===== config.mk =====
export PLATFORM = sky130hd
export DESIGN_NAME = mcp_arb
export DESIGN_NICKNAME = d
export VERILOG_FILES = /design/src/rtl/mcp_arb_pkg.sv /design/src/rtl/mcp_arb_rr_pick.sv /design/src/rtl/mcp_arb.sv
export SDC_FILE = /design/constraint.sdc
export NUM_CORES = 1
export LEC_CHECK = 0
export ABC_CLOCK_PERIOD_IN_PS = 6500
export BUFFER_PORTS_ARGS = -buffer_cell sky130_fd_sc_hd__buf_2
export CORE_MARGIN = 3
export CORE_UTILIZATION = 30
export DETAILED_ROUTE_END_ITERATION = 16
export REMOVE_ABC_BUFFERS = 1
export SLEW_MARGIN = 20
export SYNTH_ARGS = -nofsm -noshare
export SYNTH_HDL_FRONTEND = slang
export SYNTH_HIERARCHICAL = 1
export SYNTH_SLANG_ARGS = --single-unit

===== constraint.sdc =====
create_clock -name aclk -period 6.5 [get_ports aclk]
set_input_delay 0 -clock aclk [delete_from_list [all_inputs] [get_ports aclk]]
set_output_delay 0 -clock aclk [all_outputs]
set_load 0.01 [all_outputs]

===== src/rtl/mcp_arb_pkg.sv =====
`default_nettype none
// ============================================================================
// Module   : mcp_arb_pkg
// Purpose  : Shared definitions for the MCP-channel arbiter: the FSM state
//            encodings and a constant-foldable ceiling-log2 helper used to
//            size index and counter vectors.
// Ports    : (package - none)
// Revision : 1.0 - initial release
// ============================================================================
package mcp_arb_pkg;

  typedef enum logic [1:0] {
    IDLE   = 2'd0,
    LAUNCH = 2'd1,
    HOLD   = 2'd2
  } state_t;

  // Ceiling log2, floored at 1 so a vector sized by it is never zero-width.
  function automatic int clog2(input int value);
    int r;
    r = 0;
    while ((1 << r) < value) r++;
    if (r < 1) r = 1;
    return r;
  endfunction

endpackage : mcp_arb_pkg
`default_nettype wire


===== src/rtl/mcp_arb_rr_pick.sv =====
`default_nettype none
// ============================================================================
// Module   : rr_pick
// Purpose  : Combinational round-robin picker. Searches req starting at ptr,
//            wrapping modulo N, and reports the first set requester.
// Ports    : req    in  N    request vector
//            ptr    in  IDW  search start index (0..N-1)
//            onehot out N    one-hot winner (zero when no request)
//            idx    out IDW  winner index (zero when no request)
//            any    out 1    at least one request present
// Revision : 1.0 - initial release
// ============================================================================
module rr_pick #(
  parameter int N   = 4,
  parameter int IDW = 2
) (
  input  logic [N-1:0]   req,
  input  logic [IDW-1:0] ptr,
  output logic [N-1:0]   onehot,
  output logic [IDW-1:0] idx,
  output logic           any
);

  logic [IDW-1:0] w_pos;

  // Walk offsets from farthest to nearest so the nearest set bit (relative
  // to ptr) is the last one assigned and therefore wins.
  always_comb begin
    onehot = '0;
    idx    = '0;
    w_pos  = '0;
    any    = |req;
    for (int k = N - 1; k >= 0; k--) begin
      w_pos = IDW'((int'(ptr) + k) % N);
      if (req[w_pos]) begin
        onehot        = '0;
        onehot[w_pos] = 1'b1;
        idx           = w_pos;
      end
    end
  end

endmodule : rr_pick
`default_nettype wire


===== src/rtl/mcp_arb.sv =====
`default_nettype none
// ============================================================================
// Module   : mcp_arb
// Purpose  : Round-robin arbiter feeding a multi-cycle-path channel. A winner
//            is launched with a one-cycle aen/gnt pulse, then the arbiter
//            stays busy so launches are spaced at least GAP cycles apart.
// Ports    : aclk   in  1     clock (rising edge)
//            arst_n in  1     asynchronous active-low reset
//            en     in  1     arbitration enable
//            req    in  N     per-requester level request
//            data   in  N*DW  per-requester payload, slice [i*DW +: DW]
//            gnt    out N     one-hot one-cycle grant
//            aen    out 1     one-cycle MCP launch pulse (flop)
//            adata  out DW    winner payload, held until next launch (flop)
//            aid    out IDW   winner index, held until next launch (flop)
//            busy   out 1     high while in LAUNCH or HOLD
// Revision : 1.0 - initial release
// ============================================================================
module mcp_arb
  import mcp_arb_pkg::*;
#(
  parameter int N   = 4,
  parameter int DW  = 8,
  parameter int GAP = 8,
  localparam int IDW = clog2(N)
) (
  input  logic            aclk,
  input  logic            arst_n,
  input  logic            en,
  input  logic [N-1:0]    req,
  input  logic [N*DW-1:0] data,
  output logic [N-1:0]    gnt,
  output logic            aen,
  output logic [DW-1:0]   adata,
  output logic [IDW-1:0]  aid,
  output logic            busy
);

  // HOLD lasts GAP-2 cycles; with LAUNCH and the one IDLE sampling cycle the
  // launch period under continuous requests is exactly GAP.
  localparam int c_HOLD_CYC = GAP - 2;
  localparam int CW         = clog2(GAP);
  localparam int c_LOAD     = (c_HOLD_CYC > 0) ? (c_HOLD_CYC - 1) : 0;

  generate
    if (GAP < 2) begin : g_bad_gap
      $error("mcp_arb: GAP must be at least 2");
    end
    if ((N < 2) || (N > 16)) begin : g_bad_n
      $error("mcp_arb: N must be in 2..16");
    end
  endgenerate

  state_t         r_state, w_state_nxt;
  logic [CW-1:0]  r_cnt, w_cnt_nxt;
  logic [IDW-1:0] r_ptr, w_ptr_nxt;
  logic           r_aen;
  logic [N-1:0]   r_gnt;
  logic [DW-1:0]  r_adata;
  logic [IDW-1:0] r_aid;

  logic           w_launch;
  logic [N-1:0]   w_onehot;
  logic [IDW-1:0] w_idx;
  logic           w_any;
  logic [DW-1:0]  w_win_data;

  rr_pick #(
    .N   (N),
    .IDW (IDW)
  ) u_rr_pick (
    .req    (req),
    .ptr    (r_ptr),
    .onehot (w_onehot),
    .idx    (w_idx),
    .any    (w_any)
  );

  // AND-OR payload mux driven by the one-hot winner.
  always_comb begin
    w_win_data = '0;
    for (int i = 0; i < N; i++) begin
      if (w_onehot[i]) w_win_data = data[i*DW +: DW];
    end
  end

  always_comb begin
    w_state_nxt = r_state;
    w_cnt_nxt   = r_cnt;
    w_launch    = 1'b0;
    w_ptr_nxt   = (w_idx == IDW'(N - 1)) ? '0 : w_idx + IDW'(1);
    case (r_state)
      IDLE: begin
        if (en && w_any) begin
          w_launch    = 1'b1;
          w_state_nxt = LAUNCH;
        end
      end
      LAUNCH: begin
        if (c_HOLD_CYC == 0) begin
          w_state_nxt = IDLE;
        end else begin
          w_state_nxt = HOLD;
          w_cnt_nxt   = CW'(c_LOAD);
        end
      end
      HOLD: begin
        if (r_cnt == '0) w_state_nxt = IDLE;
        else             w_cnt_nxt   = r_cnt - CW'(1);
      end
      default: w_state_nxt = IDLE;
    endcase
  end

  always_ff @(posedge aclk or negedge arst_n) begin
    if (!arst_n) begin
      r_state <= IDLE;
      r_cnt   <= '0;
      r_ptr   <= '0;
      r_aen   <= 1'b0;
      r_gnt   <= '0;
      r_adata <= '0;
      r_aid   <= '0;
    end else begin
      r_state <= w_state_nxt;
      r_cnt   <= w_cnt_nxt;
      r_aen   <= w_launch;
      r_gnt   <= w_launch ? w_onehot : '0;
      if (w_launch) begin
        r_ptr   <= w_ptr_nxt;
        r_adata <= w_win_data;
        r_aid   <= w_idx;
      end
    end
  end

  assign gnt   = r_gnt;
  assign aen   = r_aen;
  assign adata = r_adata;
  assign aid   = r_aid;
  assign busy  = (r_state != IDLE);

endmodule : mcp_arb
`default_nettype wire


==> impl_metrics.yaml <==
logic_synthesis:
  yosys_most_used_dff: "dfrtp_1"
  yosys_warnings: 6
  synth.distinct_cells: 46
  syn_inst: 186
  yosys-top-cells-area: "dfrtp_1, ha_1, mux2_2"
  synth_edf_count: 0
  yosysTopAreaCell: "dfrtp_1"
  seq_area_frac_synth: 0.319
  syn_avg_cell_area_um2: 9.28
  syn_area_um2: 1730
  ys_seq_elements: 22
  synth_top_area_frac: 0.319
  synthArstFlopShare: 1.00
place:
  dpl.hpwl_um: 3100
  port-buffer-count: 54
  placed_area_um2: 2010
  place.gp.congestion: 0.844
  place_inst: 300
cts:
  clock_latency_ps: 260
  ctsResizeCount: 0
  path_clk_slew_ps: 80
  root_buffer: "clkbuf_8"
  cts_max_path_buffers: 2
  cts_buffers: 3
  htree_num_levels: 1
  tritoncts: "yes"
  cts_sinks: 22
routing:
  detail_route.wl_per_cell_um: 13.6
  vias_per_cell: 5.01
  drcViolationCount: 0
  route.vias.total: 1534
  wirelength_um: 4180
  top_layer: "met4"
  drtPass1Iterations: 4
  wl_met3_um: 300
  drtIter0Drc: 77
  ant_nets: 0
  wl_met1_um: 1950
  dr_wl_met2_um: 1900
global_routing:
  grt_pass1_wl_um: 6530
  antenna_found_initial: 0
  track_usage: 0.122
  grt_max_degree: 26
  overflow: 0
  grt_pass1_vias: 1414
floorplan:
  dieArea_um2: 6700
  die_y_um: 81.9
  core_area_um2: 5340
  die_x_um: 81.9
  start_util: 0.324
  rows: 26
  io_pins: 55
critical_path:
  crit_slowest_cell: "o211ai_1"
  critPathCaptureType: "flip-flop"
  path_buf_inv: 1
  arrival_ps: 3880
  cp_max_fo: 17
  critPathKind: "reg2reg"
  crit_required_ps: 6700
  cp_top_family: "compound AO/OA/AOI/OAI gates"
  cpPeakStageDelay_ps: 860
  path_cells: "inv_1, ha_1, or3b_2, nand3_1, a41oi_1, o211ai_1, a21oi_1, a221oi_1, o22a_1"
  start_kind: "flip-flop"
timing:
  setup_violations: 0
  worst_clock_skew_ps: 1.37
  hold_viol_final: 0
  worst_pin_slew_ps: 1060
  rsz0062_at_grt: "no"
  fin_crit_ps: 3690
  slew_headroom: 0.292
  tns_ps: 0
  max_freq_ghz: 0.271
  post-route-period-util: 0.567
  drv_slew: 0
outcome:
  status: "finished, final reports clean"
final_layout:
  nets: 287
  nFillCells: 558
  diodes: 0
  seq_area_um2: 551
  instances_no_fill: 306
  drive_gt1_frac: 0.318
  multi_input_area_um2: 1020
  finalInstanceArea_um2: 2100
  area_growth_pct: 21.7
pwr:
  peakVddDrop_mv: 0.168
  p_per_area_nw_per_um2: 513
  p_leak_nw: 0.982
worst_hold_path:
  hold_path_class: "in2reg"
run:
  maxCapViolations: 0
==> power by group <==
part           internal, mW  switching, mW
combinational         0.318          0.370
sequential            0.198         0.0655
clock                0.0821         0.0427
==> cells by family (layout without fill, tap and decap cells) <==
| logic type | count (synthesis) | count (layout) | synth area share |
|---|---|---|---|
| buf+inv | 28 | 78 | 0.0891 |
| compound gates | 51 | 51 | 0.212 |
| flops | 22 | 22 | 0.319 |
| simple gates | 62 | 62 | 0.209 |
| fa+ha+maj | 11 | 11 | 0.0797 |
| mux | 12 | 12 | 0.0913 |
==> final timing paths <==
check | startpoint | endpoint | slack [ps] | cells past startpoint
worst max-delay path | r_ptr[0] | adata[6] | 2810 | 9
worst min register to register | adata[2] | adata[2] | 510 | 1
worst min-delay path | data[27] | adata[3] | 50 | 4
max in group asynchronous | arst_n | adata[2] | 5930 | 2
min in group asynchronous | arst_n | r_cnt[0] | 240 | 2
worst max register to register | r_ptr[0] | adata[6] | 2810 | 9
==> flip-flops by register name, indices dropped and copies added, names as in the netlist <==
name / cells
gnt: 4
aen: 1
r_state: 2
adata: 8
r_ptr: 2
aid: 2
r_cnt: 3
==> placed cells by master (no fill, tap or decap), drive strengths merged, types with 4 or more instances in the layout <==
master | Yosys | final
buf | 10 | 57
dfrtp | 22 | 22
nand2 | 20 | 20
inv | 15 | 15
a21oi | 12 | 12
ha | 11 | 11
nand3b | 9 | 9
a221oi | 8 | 8
o22a | 8 | 8
mux2 | 7 | 7
nor2 | 6 | 6
nand2b | 5 | 5
a22oi | 5 | 5
nand4 | 5 | 5
and2 | 4 | 4
o21ai | 4 | 4
==> synthesized netlist by cell type, types with 3 or more instances <==
library cell	number
nand2b_1	5
a21oi_1	12
nor2_1	6
o21ai_0	4
nand3_1	3
inv_1	15
nand3b_1	9
o22a_1	8
buf_6	3
mux2_2	7
nand4_1	5
buf_2	4
mux2i_1	3
nand2_1	20
a22oi_1	5
a31oi_1	3
and2_1	4
a221oi_1	8
ha_1	11
dfrtp_1	22
==> final cells by class <==
cell class              instances  area share
inverters                      15      0.0268
clock inverters                 1      0.0143
repair buffers                 59       0.149
flip-flops and latches         22       0.262
multi-input cells             136       0.487
clock buffers                   3      0.0197
well taps                      70      0.0417
==> what timing repair did <==
item	in CTS	in global routing
endpoints found under the hold margin	23	0
hold buffers	2	0
setup buffers	0	0
==> stage by stage <==
stage	util	setup WS [ps]	hold WS (ps)	total power, mW
2_1_floorplan	-	3330	-296	0.758
3_3_place_gp	0.377	2980	9.17	0.948
3_5_place_dp	0.377	2920	6.81	0.954
4_1_cts	0.394	2840	47.2	1.09
5_1_grt	0.394	2510	56.0	1.19
6_report	0.394	2810	52.4	1.08
==> worst min-delay path, cell delays in order <==
cell	delay (ps)
buf_2	70
nand2_1	40
nand2_1	60
o22a_1	110
==> layer usage <==
| layer | track usage | vias up |
|---|---|---|
| li1 | - | 779 |
| met1 | 0.162 | 717 |
| met2 | 0.200 | 36 |
| met3 | 0.0241 | 2 |
| met4 | 0.0349 | 0 |
| met5 | 0 | - |
Note: power is estimated with default switching activity, not from simulation.
